### src/rtl/uart_pkg.sv
// Shared types and constants for the UART receive path.
package uart_pkg;

    typedef enum logic [2:0] {
        IDLE,
        START,
        DATA,
        PARITY,
        STOP
    } rx_state_t;

    // Level of an idle (marking) serial line; also the synchroniser reset value.
    localparam logic UART_IDLE_LEVEL = 1'b1;

endpackage

### src/rtl/uart_rx_sync.sv
// Two-flop synchroniser for the asynchronous rx pin.
// Resets to the idle line level so a reset never looks like a start edge.
module uart_rx_sync
    import uart_pkg::*;
(
    input  logic clock_i,
    input  logic reset_i,
    input  logic rx_i,
    output logic rx_s_o
);

    logic [1:0] sync_q;

    // Shift the raw pin through two flops before anything else looks at it.
    always_ff @(posedge clock_i) begin
        if (reset_i) begin
            sync_q <= {2{UART_IDLE_LEVEL}};
        end else begin
            sync_q <= {sync_q[0], rx_i};
        end
    end

    assign rx_s_o = sync_q[1];

endmodule

### src/rtl/uart_receiver.sv
// UART receive stage driven by a SAMPLE_RATE-per-bit oversampling tick.
// Hunts for a start bit, samples each bit at mid-bit, assembles an LSB-first
// word and presents it on a valid/ready handshake with per-frame error flags.
// Optional parity bit support: define UART_RX_PARITY_EN.
//
//   state  | meaning
//   -------+--------------------------------------------------------------
//   IDLE   | line idle, waiting for a falling edge (armed by a high level)
//   START  | counting to mid start bit to reject glitches
//   DATA   | sampling DATA_BITS payload bits, one per SAMPLE_RATE ticks
//   PARITY | sampling the parity bit (only with UART_RX_PARITY_EN)
//   STOP   | sampling the stop bit; frame completes here at mid-stop
module uart_receiver
    import uart_pkg::*;
#(
    parameter int DATA_BITS   = 8,
    parameter int SAMPLE_RATE = 16,
    parameter int PARITY_ODD  = 0
) (
    input  logic                 clock_i,
    input  logic                 reset_i,
    input  logic                 tick_i,
    input  logic                 rx_i,
    output logic [DATA_BITS-1:0] rx_data_o,
    output logic                 rx_valid_o,
    input  logic                 rx_ready_i,
    output logic                 framing_err_o,
    output logic                 parity_err_o,
    output logic                 overrun_o,
    output logic                 busy_o
);

    localparam int TW = $clog2(SAMPLE_RATE);
    localparam int BW = $clog2(DATA_BITS + 1);

    localparam logic [TW-1:0] TICK_MID = TW'(SAMPLE_RATE / 2 - 1);
    localparam logic [TW-1:0] TICK_END = TW'(SAMPLE_RATE - 1);
    localparam logic [BW-1:0] BIT_LAST = BW'(DATA_BITS - 1);

    if ((DATA_BITS < 5) || (DATA_BITS > 9) || (SAMPLE_RATE < 4) ||
        ((SAMPLE_RATE % 2) != 0) || (PARITY_ODD < 0) || (PARITY_ODD > 1)) begin : g_bad_params
        $error("uart_receiver: unsupported parameter combination");
    end

    logic                 rx_s;
    rx_state_t            state_q;
    logic [TW-1:0]        tick_cnt_q;
    logic [BW-1:0]        bit_cnt_q;
    logic [DATA_BITS-1:0] shift_q;
    logic [DATA_BITS-1:0] shift_d;
    logic                 armed_q;
    logic [DATA_BITS-1:0] rx_data_q;
    logic                 rx_valid_q;
    logic                 framing_err_q;
    logic                 overrun_q;
`ifdef UART_RX_PARITY_EN
    localparam logic PAR_ODD = (PARITY_ODD != 0);
    logic                 parity_pend_q;
    logic                 parity_err_q;
`endif

    uart_rx_sync u_sync (
        .clock_i (clock_i),
        .reset_i (reset_i),
        .rx_i    (rx_i),
        .rx_s_o  (rx_s)
    );

    // Line order is LSB first, so each new bit enters at the top and moves down.
    assign shift_d = {rx_s, shift_q[DATA_BITS-1:1]};

    // Receive FSM, bit timing counters, shift register and output handshake.
    always_ff @(posedge clock_i) begin
        if (reset_i) begin
            state_q       <= IDLE;
            tick_cnt_q    <= '0;
            bit_cnt_q     <= '0;
            shift_q       <= '0;
            armed_q       <= 1'b1;
            rx_data_q     <= '0;
            rx_valid_q    <= 1'b0;
            framing_err_q <= 1'b0;
            overrun_q     <= 1'b0;
`ifdef UART_RX_PARITY_EN
            parity_pend_q <= 1'b0;
            parity_err_q  <= 1'b0;
`endif
        end else begin
            overrun_q <= 1'b0;
            if (rx_valid_q && rx_ready_i) begin
                rx_valid_q <= 1'b0;
            end
            // A low line only counts as a start edge once it has been seen high,
            // so a held break does not retrigger frames.
            if (rx_s) begin
                armed_q <= 1'b1;
            end

            case (state_q)
                IDLE: begin
                    if (!rx_s && armed_q) begin
                        state_q    <= START;
                        tick_cnt_q <= '0;
                    end
                end

                START: begin
                    if (tick_i) begin
                        if (tick_cnt_q == TICK_MID) begin
                            tick_cnt_q <= '0;
                            if (!rx_s) begin
                                state_q   <= DATA;
                                bit_cnt_q <= '0;
                            end else begin
                                state_q <= IDLE;
                            end
                        end else begin
                            tick_cnt_q <= tick_cnt_q + 1'b1;
                        end
                    end
                end

                DATA: begin
                    if (tick_i) begin
                        if (tick_cnt_q == TICK_END) begin
                            tick_cnt_q <= '0;
                            shift_q    <= shift_d;
                            bit_cnt_q  <= bit_cnt_q + 1'b1;
                            if (bit_cnt_q == BIT_LAST) begin
`ifdef UART_RX_PARITY_EN
                                state_q <= PARITY;
`else
                                state_q <= STOP;
`endif
                            end
                        end else begin
                            tick_cnt_q <= tick_cnt_q + 1'b1;
                        end
                    end
                end

`ifdef UART_RX_PARITY_EN
                PARITY: begin
                    if (tick_i) begin
                        if (tick_cnt_q == TICK_END) begin
                            tick_cnt_q    <= '0;
                            parity_pend_q <= rx_s ^ (^shift_q) ^ PAR_ODD;
                            state_q       <= STOP;
                        end else begin
                            tick_cnt_q <= tick_cnt_q + 1'b1;
                        end
                    end
                end
`endif

                STOP: begin
                    if (tick_i) begin
                        if (tick_cnt_q == TICK_END) begin
                            // Leave at mid-stop so the next start edge is caught at once.
                            tick_cnt_q <= '0;
                            state_q    <= IDLE;
                            armed_q    <= rx_s;
                            if (!rx_valid_q || rx_ready_i) begin
                                rx_data_q     <= shift_q;
                                rx_valid_q    <= 1'b1;
                                framing_err_q <= !rx_s;
`ifdef UART_RX_PARITY_EN
                                parity_err_q  <= parity_pend_q;
`endif
                            end else begin
                                overrun_q <= 1'b1;
                            end
                        end else begin
                            tick_cnt_q <= tick_cnt_q + 1'b1;
                        end
                    end
                end

                default: begin
                    state_q    <= IDLE;
                    tick_cnt_q <= '0;
                end
            endcase
        end
    end

    assign rx_data_o     = rx_data_q;
    assign rx_valid_o    = rx_valid_q;
    assign framing_err_o = framing_err_q;
    assign overrun_o     = overrun_q;
    assign busy_o        = (state_q != IDLE);
`ifdef UART_RX_PARITY_EN
    assign parity_err_o  = parity_err_q;
`else
    assign parity_err_o  = 1'b0;
`endif

endmodule

### config.mk
export PLATFORM = sky130hd
export DESIGN_NAME = uart_receiver
export DESIGN_NICKNAME = d
export VERILOG_FILES = /design/src/rtl/uart_pkg.sv /design/src/rtl/uart_rx_sync.sv /design/src/rtl/uart_receiver.sv
export SDC_FILE = /design/constraint.sdc
export NUM_CORES = 1
export LEC_CHECK = 0
export ABC_CLOCK_PERIOD_IN_PS = 5100
export CAP_MARGIN = 20
export CORE_ASPECT_RATIO = 0.75
export CORE_UTILIZATION = 55
export DETAILED_ROUTE_END_ITERATION = 7
export PLACE_DENSITY = 0.88
export SLEW_MARGIN = 0
export SYNTH_ARGS = -nofsm -noshare
export SYNTH_HDL_FRONTEND = slang
export SYNTH_SLANG_ARGS = --single-unit
### constraint.sdc
create_clock -name clock_i -period 5.1 [get_ports clock_i]
set_clock_uncertainty 0.15 [all_clocks]
set_input_delay 1.02 -clock clock_i [delete_from_list [all_inputs] [get_ports clock_i]]
set_output_delay 1.02 -clock clock_i [all_outputs]
set_load 0.02 [all_outputs]
==> results of run 1 <==
==> routing by layer <==
metal	up-vias	share of wire (%)
li1	598	-
met1	598	47
met2	25	48
met3	9	4.0
met4	0	1.6
met5	-	0
==> area by class of cell <==
| type | count | area [µm²] | area share [%] |
|---|---|---|---|
| Timing Repair Buffer | 18 | 175.2 | 9.492 |
| Inverter | 5 | 18.77 | 1.017 |
| Clock inverter | 1 | 30.03 | 1.627 |
| Clock buffer | 7 | 86.33 | 4.678 |
| Multi-Input combinational cell | 111 | 829.5 | 44.95 |
| Tap cell | 36 | 45.04 | 2.441 |
| Sequential cell | 33 | 660.6 | 35.80 |
==> kinds of logic (layout without fill, tap and decap cells) <==
kind of cell               Yosys count  count (layout)  share of synthesized area, %
adders and majority gates            2               2                         1.605
DFF                                 33              33                         42.38
AOI/OAI and AO/OA                   22              22                         12.20
xor gates and xnor gates             5               5                         2.809
other                                1               1                        0.2405
muxes                               21              21                         13.56
and+or+nand+nor                     60              60                         22.79
buffers and inverters               14              31                         4.414
==> worst min path at each step <==
stage | depth (start not counted) | slack, ns | start | end
6_report | 1 | 0.26 | u_sync.sync_q[0]$_SDFF_PP1_ | u_sync.sync_q[1]$_SDFF_PP1_
2_1_floorplan | 1 | 0.24 | u_sync.sync_q[0]$_SDFF_PP1_ | u_sync.sync_q[1]$_SDFF_PP1_
5_1_grt | 1 | 0.29 | u_sync.sync_q[0]$_SDFF_PP1_ | u_sync.sync_q[1]$_SDFF_PP1_
4_1_cts | 1 | 0.27 | u_sync.sync_q[0]$_SDFF_PP1_ | u_sync.sync_q[1]$_SDFF_PP1_
3_5_place_dp | 1 | 0.26 | u_sync.sync_q[0]$_SDFF_PP1_ | u_sync.sync_q[1]$_SDFF_PP1_
3_3_place_gp | 1 | 0.25 | u_sync.sync_q[0]$_SDFF_PP1_ | u_sync.sync_q[1]$_SDFF_PP1_
==> power by group through the flow <==
| stage | Combinational, mW | Clock (mW) | Sequential, mW |
|---|---|---|---|
| after floorplan | 0.0273 | 0 | 0.268 |
| after global placement | 0.0324 | 0 | 0.271 |
| after detailed placement | 0.0330 | 0 | 0.271 |
| after CTS | 0.0334 | 0.256 | 0.266 |
| after global routing | 0.0361 | 0.266 | 0.266 |
| final | 0.0334 | 0.251 | 0.266 |
==> per-stage QoR <==
step	instance area, µm²	std cells	utilization [%]
2_1_floorplan	1559	158	-
3_3_place_gp	1729	203	65.44
3_5_place_dp	1729	203	65.44
4_1_cts	1846	211	69.84
5_1_grt	1846	211	69.84
6_report	1846	211	69.84
==> cells in the mapped netlist (2+ instances only) <==
cell,instances,area [µm²]
sky130_fd_sc_hd__dfxtp_1,33,660.6
sky130_fd_sc_hd__a211o_1,2,17.52
sky130_fd_sc_hd__or2_2,4,25.02
sky130_fd_sc_hd__o21ai_0,5,25.02
sky130_fd_sc_hd__a21oi_1,3,15.01
sky130_fd_sc_hd__or3_1,2,12.51
sky130_fd_sc_hd__a31oi_1,2,12.51
sky130_fd_sc_hd__nand3_1,6,30.03
sky130_fd_sc_hd__inv_1,5,18.77
sky130_fd_sc_hd__a211oi_2,2,25.02
sky130_fd_sc_hd__ha_1,2,25.02
sky130_fd_sc_hd__nand4b_1,2,17.52
sky130_fd_sc_hd__clkbuf_1,5,18.77
sky130_fd_sc_hd__mux2i_1,20,200.2
sky130_fd_sc_hd__xnor2_1,5,43.79
sky130_fd_sc_hd__nand2b_1,5,31.28
sky130_fd_sc_hd__nor3b_1,2,15.01
sky130_fd_sc_hd__buf_4,2,15.01
sky130_fd_sc_hd__nand4_1,3,18.77
sky130_fd_sc_hd__nor3_1,5,25.02
sky130_fd_sc_hd__nor2_1,19,71.32
==> state kept, by name (all words and copies together), names as in the netlist <==
register	cells
shift_q	8
bit_cnt_q	4
framing_err_o	1
overrun_o	1
rx_data_o	8
u_sync.sync_q	2
state_q	3
rx_valid_o	1
armed_q	1
tick_cnt_q	4
==> results by group, run 1 <==
STA
  • Min Tclk post-route: 2.988 ns
  • Number of hold-slack violations in the final timing report: 0
  • Peak clock frequency supported by timing: 334.7 MHz
  • Least setup slack across all paths after layout: 2.112 ns
  • Max-slew violation total from the final report: 0
  • Worst-margin pin slew: 0.7789 ns
  • Total of endpoints with negative setup slack in the final report: 0
  • Slew margin rel.: 47.91%
  • Share of the clock period used by the worst path: 58.59%
  • Post-route worst hold slack: 0.2619 ns
  • Final-layout setup total negative slack: 0 ns
  • Unrepaired setup endpoints after global routing: no

Synthesis
  • Synth async-reset ratio: 0%
  • EDFF count, synth: 0
  • Synthesized flop and latch total: 33
  • Main synth FF type: sky130_fd_sc_hd__dfxtp_1
  • Sequential element share of the synthesized area: 42.38%
  • Count of mapped cells out of synthesis: 158
  • Synthesized area: 1559 µm²
  • Distinct cell type count of the synthesized netlist: 45
  • Post-synthesis area per instance: 9.867 µm²
  • Warnings from Yosys: 0
  • Net count of the mapped netlist: 165

CTS
  • Maximum buffer depth of the clock tree: 2
  • Clock buffer count from CTS: 5
  • Clock slew seen by the registers of the worst setup and hold paths: 0.07 ns
  • Clock root cell: sky130_fd_sc_hd__clkbuf_8
  • Htree depth: 2
  • Setup Fix Bufs, Post-CTS: 0
  • Clock insertion delay at the later pin of the skew report: 0.28 ns
  • Hold bufs inserted after CTS: 0
  • Resized cells post-CTS: 0
  • Number of sinks handled by clock tree synthesis: 33
  • TritonCTS clock tree: done

Setup path
  • Category of the worst setup path capture point: output port
  • Destination of the critical timing path: busy_o
  • Worst reg2reg path startpoint: state_q[0]$_SDFFE_PP0P_
  • Cell depth of the worst setup path: 2
  • Worst Path Class, Setup: reg -> out
  • End of the worst register-to-register path: state_q[2]$_SDFFE_PP0P_
  • Worst endpoint data arrival time: 1.82 ns
  • Critical Path Start: state_q[2]$_SDFFE_PP0P_
  • CP required: 3.93 ns
  • Slowest stage cell, crit path: sky130_fd_sc_hd__dfxtp_1
  • Biggest cell delay along the critical path: 0.72 ns
  • Maximum net fanout on the critical path: 17
  • CP Launch Type: register
  • Crit path buffers/inverters: 1
  • Cells along the critical path: or3_1 > clkdlybuf4s50_1
  • Reg2Reg Depth: 4
  • Slack of the worst reg-to-reg path: 2.78 ns
  • Family with the most delay on the worst path: flip-flops

Power and ir drop
  • Net switching fraction of the power: 21.03%
  • P_leak: 0.5939 nW
  • Cell Int Power: 0.4346 mW
  • Clock power frac: 45.6%
  • Combinational cell fraction of total power: 6.1%
  • Total power consumption of the routed design: 0.5504 mW
  • Power Density: 298.2 nW/µm²
  • Worst ir drop on vdd: 0.0003203 V
  • Fraction of power consumed by sequential logic: 48.3%
  • Net Switching: 0.1158 mW

Die
  • Die span in x: 63.48 µm
  • Number of rows created at floorplan: 16
  • Vert. Die Dim: 48.11 µm
  • Number of placed I/O pins: 18
  • Initial standard-cell utilization of the core: 59.00%
  • Core region area: 2643 µm²
  • Die Outline Area: 3053 µm²

Drt
  • Number of antenna-violating nets in the routed design: 0
  • Via count: 1230
  • Total iterations of the first detailed-routing run: 4
  • Routed vias/inst: 5.829
  • Average detailed-routed wire length per instance: 15.03 µm
  • Initial DRC Count: 74
  • Residual DRC count: 0
  • Wire length after detailed routing: 3171 µm

Final layout
  • Fraction of layout cells with a size suffix above 1: 13.14%
  • Commonest non-fill, non-tap cell in the layout: sky130_fd_sc_hd__dfxtp_1
  • Commonest cells after routing, fill and taps aside: sky130_fd_sc_hd__dfxtp_1, sky130_fd_sc_hd__mux2i_1, sky130_fd_sc_hd__nor2_1, sky130_fd_sc_hd__clkdlybuf4s50_1
  • Antenna diode instance count: 0
  • Fillcell total: 209
  • Area added between synthesis and finish: 18.38%
  • Net total in the final layout: 181

GRT
  • Overflow left after global routing: 0
  • Met2 demand-to-capacity share in global routing: 35.74%
  • Pin count of the biggest net entering global routing: 38
  • Total GRT Usage: 21.67%
  • Global-route track usage on met3: 6.542%
  • Routing layer with the top usage in global route: met2
  • Met1 track demand over resource: 27.16%
  • Via count of the first global-routing pass: 1079
  • Initial antenna violation count: 0
  • Global-route wire length before repair: 4843 µm

Placement
  • Post-Place Setup Slack: 2.089 ns
  • Final GP Congestion: 0.9078
  • Number of port buffers: 16
  • DP Wirelength: 2110 µm

Flow run
  • Max Cap Viol: 0

Run status
  • Status: completed

Worst hold path
  • Worst hold-check path type: reg -> reg
Power figures use the tool's default switching activity.
==> inputs of run 2 (changes only) <==
ABC_CLOCK_PERIOD_IN_PS = 2950   (was 5100)
CORE_UTILIZATION = 54   (was 55)
PLACE_DENSITY = 0.86   (was 0.88)
clock period = 2.95 ns   (was 5.1 ns; I/O delays follow)
==> run 2 against run 1 <==
Cell area decreased by 0.41%. Critical endpoint unchanged. Core utilization decreased by 1.3 points. Clock power increased by 52%. Combinational power increased by 78%. Critical path depth unchanged.
==> results by group, run 2 (synthesis results as in run 1) <==
Run status
  • Status: completed

Power and ir drop
  • Fraction of power consumed by sequential logic: 51.1% (+2.8 points)
  • Power Density: 489.5 nW/µm² (+64%)
  • Cell Int Power: 0.6869 mW (+58%)
  • Clock power frac: 42.3% (-3.3 points)
  • Net Switching: 0.2129 mW (+84%)
  • P_leak: 0.5951 nW (+0.21%)
  • Total power consumption of the routed design: 0.8998 mW (+63%)
  • Combinational cell fraction of total power: 6.6% (+0.5 points)
  • Net switching fraction of the power: 23.66% (+2.6 points)
  • Worst ir drop on vdd: 0.0003803 V (+19%)

Setup path
  • Worst Path Class, Setup: reg -> out
  • Maximum net fanout on the critical path: 17 (unchanged)
  • Slack of the worst reg-to-reg path: 0.60 ns (-2.18 ns)
  • Category of the worst setup path capture point: output port
  • CP required: 2.21 ns (-1.72 ns)
  • Slowest stage cell, crit path: sky130_fd_sc_hd__dfxtp_1
  • Biggest cell delay along the critical path: 0.74 ns (+0.02 ns)
  • CP Launch Type: register
  • Worst endpoint data arrival time: 1.85 ns (+0.03 ns)
  • Cells along the critical path: or3_1 > clkdlybuf4s50_1

STA
  • Peak clock frequency supported by timing: 385.6 MHz
  • Slew margin rel.: 47.16% (-0.75 points)
  • Least setup slack across all paths after layout: 0.3568 ns (-1.755 ns)
  • Min Tclk post-route: 2.593 ns
  • Post-route worst hold slack: 0.2602 ns (-0.001777 ns)
  • Share of the clock period used by the worst path: 87.91%
  • Total of endpoints with negative setup slack in the final report: 0 (unchanged)
  • Max-slew violation total from the final report: 0 (unchanged)
  • Worst-margin pin slew: 0.7901 ns (+0.01122 ns)
  • Number of hold-slack violations in the final timing report: 0 (unchanged)
  • Final-layout setup total negative slack: 0 ns (unchanged)
  • Unrepaired setup endpoints after global routing: no

Final layout
  • Antenna diode instance count: 0 (unchanged)
  • Final std cells w/o fill: 212 (+0.47%)
  • Commonest non-fill, non-tap cell in the layout: sky130_fd_sc_hd__dfxtp_1
  • Fraction of layout cells with a size suffix above 1: 14.20% (+1.1 points)
  • Commonest cells after routing, fill and taps aside: sky130_fd_sc_hd__dfxtp_1, sky130_fd_sc_hd__mux2i_1, sky130_fd_sc_hd__nor2_1, sky130_fd_sc_hd__clkdlybuf4s50_1, sky130_fd_sc_hd__clkbuf_8
  • Layout Utilization: 68.52% (-1.3 points)
  • Non-Filler Cell Area, Final: 1838 µm² (-0.41%)
  • Fillcell total: 220 (+5.3%)
  • Area added between synthesis and finish: 17.90%
  • Net total in the final layout: 182 (+0.55%)

Drt
  • Via count: 1226 (-0.33%)
  • Wire length after detailed routing: 3185 µm (+0.44%)
  • Average detailed-routed wire length per instance: 15.02 µm (about the same)
  • Residual DRC count: 0 (unchanged)
  • Initial DRC Count: 110 (+49%)
  • Total iterations of the first detailed-routing run: 4 (unchanged)
  • Number of antenna-violating nets in the routed design: 0 (unchanged)
  • Routed vias/inst: 5.783 (-0.80%)

GRT
  • Total GRT Usage: 24.65% (+3.0 points)
  • Global-route wire length before repair: 5678 µm (+17%)
  • Pin count of the biggest net entering global routing: 30 (-21%)
  • Via count of the first global-routing pass: 1231 (+14%)
  • Initial antenna violation count: 0 (unchanged)
  • Overflow left after global routing: 0 (unchanged)

Die
  • Die Outline Area: 3108 µm² (+1.8%)
  • Number of placed I/O pins: 18 (unchanged)
  • Number of rows created at floorplan: 16 (unchanged)
  • Vert. Die Dim: 48.53 µm (+0.88%)
  • Core region area: 2683 µm² (+1.5%)
  • Die span in x: 64.05 µm (+0.90%)
  • Initial standard-cell utilization of the core: 58.12% (-0.88 points)

CTS
  • Hold bufs inserted after CTS: 0 (unchanged)
  • Number of sinks handled by clock tree synthesis: 33 (unchanged)
  • Clock buffer count from CTS: 5 (unchanged)
  • TritonCTS clock tree: done
  • Clock root cell: sky130_fd_sc_hd__clkbuf_8
  • Htree depth: 2 (unchanged)
  • Clock slew seen by the registers of the worst setup and hold paths: 0.07 ns (about the same)
  • Resized cells post-CTS: 0 (unchanged)
  • Setup Fix Bufs, Post-CTS: 0 (unchanged)
  • Maximum buffer depth of the clock tree: 2 (unchanged)
  • Clock insertion delay at the later pin of the skew report: 0.30 ns (+0.02 ns)

Worst hold path
  • Worst hold-check path type: reg -> reg

Placement
  • DP Wirelength: 2176 µm (+3.1%)
  • Number of port buffers: 16 (unchanged)
  • Placed standard-cell area: 1737 µm² (+0.43%)
  • Final GP Congestion: 0.8104 (-11%)
  • Cell count after placement: 204 (+0.49%)
  • Post-Place Setup Slack: 0.3082 ns (-1.781 ns)

Flow run
  • Max Cap Viol: 0 (unchanged)
==> run 2: power by group through the flow <==
stage	Sequential (mW)	Combinational [mW]	Clock [mW]
2_1_floorplan	0.463	0.0473	0
3_3_place_gp	0.469	0.0561	0
6_report	0.459	0.0593	0.381
3_5_place_dp	0.469	0.0584	0
5_1_grt	0.460	0.0652	0.410
4_1_cts	0.459	0.0588	0.387
==> run 2: critical path, delay by kind of cell (launching register included) <==
kind	cells	cell delay, ns
simple gates	1	0.22
flops	1	0.74
buf+inv	1	0.60
==> run 2: routing by layer <==
layer | part of all wire, % | vias up | global-route usage [%]
li1 | - | 599 | -
met1 | 47 | 590 | 28.85
met2 | 46 | 30 | 39.18
met3 | 4.7 | 7 | 10.14
met4 | 1.9 | 0 | 11.36
met5 | 0 | - | 0
==> run 2: worst paths after layout <==
check,start,to,cells past startpoint
max reg2reg,state_q[0]$_SDFFE_PP0P_,state_q[2]$_SDFFE_PP0P_,4
min reg2reg,u_sync.sync_q[0]$_SDFF_PP1_,u_sync.sync_q[1]$_SDFF_PP1_,1
max,state_q[2]$_SDFFE_PP0P_,busy_o,2
min,u_sync.sync_q[0]$_SDFF_PP1_,u_sync.sync_q[1]$_SDFF_PP1_,1
==> run 2: layout make-up <==
class | instances | area, µm² | share of cell area (%)
clock buffers | 7 | 96.34 | 5.242
clock inverters | 1 | 5.005 | 0.2723
inverters | 5 | 18.77 | 1.021
multi-input cells | 111 | 829.5 | 45.13
flip-flops and latches | 33 | 660.6 | 35.94
well taps | 36 | 45.04 | 2.451
repair buffers | 19 | 182.7 | 9.939
==> inputs of run 3 (changes only) <==
CORE_ASPECT_RATIO = unset   (was 0.75)
REMOVE_ABC_BUFFERS = 1   (was unset)
SLEW_MARGIN = 20   (was 0)
==> run 3 against run 2 <==
Highest routed layer unchanged. Sequential power hardly changed. Die area hardly changed. Sequential share of layout area is 1.1 points higher. Register-to-register slack improved by 0.07 ns. Clock power decreased by 35%. Cell area fell by 2.9%. Non-clock buffer count did not move. First-iteration DRC count is 68% lower. Critical endpoint unchanged. Via count fell by 1.7%.
==> results by group, run 3 (synthesis results as in run 1) <==
Flow run
  • Max Cap Viol: 0 (unchanged)

Placement
  • Number of port buffers: 16 (unchanged)
  • Final GP Congestion: 0.8258 (+1.9%)
  • DP Wirelength: 2099 µm (-3.5%)

Drt
  • Wire length after detailed routing: 2945 µm (-7.5%)
  • Initial DRC Count: 35 (-68%)
  • Residual DRC count: 0 (unchanged)
  • Average detailed-routed wire length per instance: 14.30 µm (-4.8%)
  • Total iterations of the first detailed-routing run: 4 (unchanged)
  • Routed vias/inst: 5.850 (+1.1%)
  • Number of antenna-violating nets in the routed design: 0 (unchanged)
  • Via count: 1205 (-1.7%)

GRT
  • Pin count of the biggest net entering global routing: 27 (-10%)
  • Total GRT Usage: 21.04% (-3.6 points)
  • Met2 demand-to-capacity share in global routing: 36.49% (-2.7 points)
  • Global-route wire length before repair: 5168 µm (-9.0%)
  • Met1 track demand over resource: 23.89% (-5.0 points)
  • Global-route track usage on met3: 6.744% (-3.4 points)
  • Routing layer with the top usage in global route: met2
  • Initial antenna violation count: 0 (unchanged)
  • Via count of the first global-routing pass: 1207 (-1.9%)
  • Overflow left after global routing: 0 (unchanged)

Setup path
  • Worst reg2reg path startpoint: state_q[0]$_SDFFE_PP0P_
  • CP Launch Type: register
  • Slack of the worst reg-to-reg path: 0.67 ns (+0.07 ns)
  • Worst endpoint data arrival time: 1.86 ns (about the same)
  • Category of the worst setup path capture point: output port
  • CP required: 2.21 ns (about the same)
  • Critical Path Start: state_q[2]$_SDFFE_PP0P_
  • Maximum net fanout on the critical path: 17 (unchanged)
  • Worst Path Class, Setup: reg -> out

Power and ir drop
  • P_leak: 0.5723 nW (-3.8%)
  • Power Density: 427.9 nW/µm² (-13%)
  • Worst ir drop on vdd: 0.0003956 V (+4.0%)

STA
  • Slew margin rel.: 52.81% (+5.7 points)
  • Min Tclk post-route: 2.603 ns (+0.01026 ns)
  • Max-slew violation total from the final report: 0 (unchanged)
  • Share of the clock period used by the worst path: 88.25% (+0.35 points)
  • Number of hold-slack violations in the final timing report: 0 (unchanged)
  • Total of endpoints with negative setup slack in the final report: 0 (unchanged)
  • Final-layout setup total negative slack: 0 ns (unchanged)
  • Peak clock frequency supported by timing: 384.1 MHz (-0.39%)
  • Post-route worst hold slack: 0.2695 ns (+0.009323 ns)
  • Worst-margin pin slew: 0.7057 ns (-0.08450 ns)
  • Unrepaired setup endpoints after global routing: no

Final layout
  • Commonest non-fill, non-tap cell in the layout: sky130_fd_sc_hd__dfxtp_1
  • Antenna diode instance count: 0 (unchanged)
  • Fraction of layout cells with a size suffix above 1: 13.14% (-1.1 points)
  • Commonest cells after routing, fill and taps aside: sky130_fd_sc_hd__dfxtp_1, sky130_fd_sc_hd__mux2i_1, sky130_fd_sc_hd__nor2_1, sky130_fd_sc_hd__clkdlybuf4s50_1, sky130_fd_sc_hd__nand3_1
  • Layout Utilization: 65.31% (-3.2 points)
  • Net total in the final layout: 182 (unchanged)
  • Area added between synthesis and finish: 14.53%

Die
  • Number of placed I/O pins: 18 (unchanged)
  • Initial standard-cell utilization of the core: 57.03% (-1.1 points)
  • Die Outline Area: 3106 µm² (about the same)
  • Die span in x: 55.73 µm (-13%)
  • Number of rows created at floorplan: 19 (+3)
  • Vert. Die Dim: 55.73 µm (+15%)
  • Core region area: 2734 µm² (+1.9%)

CTS
  • Setup Fix Bufs, Post-CTS: 0 (unchanged)
  • Resized cells post-CTS: 0 (unchanged)
  • Hold bufs inserted after CTS: 0 (unchanged)
  • Clock insertion delay at the later pin of the skew report: 0.33 ns (+0.03 ns)
  • Clock buffer count from CTS: 5 (unchanged)
  • Maximum buffer depth of the clock tree: 2 (unchanged)
  • Clock root cell: sky130_fd_sc_hd__clkbuf_4
  • Number of sinks handled by clock tree synthesis: 33 (unchanged)
  • Htree depth: 2 (unchanged)
  • Clock slew seen by the registers of the worst setup and hold paths: 0.09 ns (+0.02 ns)
  • TritonCTS clock tree: done

Worst hold path
  • Launch point of the worst hold path: u_sync.sync_q[0]$_SDFF_PP1_
  • Worst hold-check path type: reg -> reg

Run status
  • Status: completed
-- run 3: cell type report --
| class | instances | area [µm²] |
|---|---|---|
| repair buffers | 19 | 182.7 |
| flip-flops and latches | 33 | 660.6 |
| clock buffers | 7 | 55.05 |
| multi-input cells | 111 | 829.5 |
| well taps | 31 | 38.79 |
| inverters | 5 | 18.77 |
| fillers | 230 | 948.4 |
-- run 3: power breakdown --
part           switching (mW)  leakage [nW]  internal, mW
Sequential             0.0104         0.266         0.449
Combinational          0.0308         0.275        0.0268
Clock                   0.135        0.0314         0.112
Total                   0.176         0.572         0.588
-- run 3: worst max-delay path: stages, from the launching register on --
cell	delay, ns
sky130_fd_sc_hd__dfxtp_1	0.72
sky130_fd_sc_hd__or3_1	0.21
sky130_fd_sc_hd__clkdlybuf4s50_1	0.60
-- run 3: stage by stage --
stage / instances / setup slack, ns / power (mW) / cell area (µm²)
CTS: 206 / 0.3147 / 0.7769 / 1785
global route: 206 / 0.2215 / 0.8053 / 1785
finish: 206 / 0.3465 / 0.7639 / 1785
floorplan: 149 / 0.2497 / 0.5011 / 1509
global placement: 199 / 0.4515 / 0.5254 / 1730
detailed placement: 199 / 0.3981 / 0.5273 / 1730
-- run 3: final timing paths --
check | to | depth (start not counted)
worst max-delay path | busy_o | 2
worst min-delay path | u_sync.sync_q[1]$_SDFF_PP1_ | 1
worst min register to register | u_sync.sync_q[1]$_SDFF_PP1_ | 1
worst max register to register | state_q[2]$_SDFFE_PP0P_ | 4
-- run 3: metal layers --
metal | vias to the layer above | share of wire, %
met3 | 7 | 3.1
met1 | 577 | 44
met2 | 17 | 51
met5 | - | 0
met4 | 0 | 1.6
li1 | 604 | -
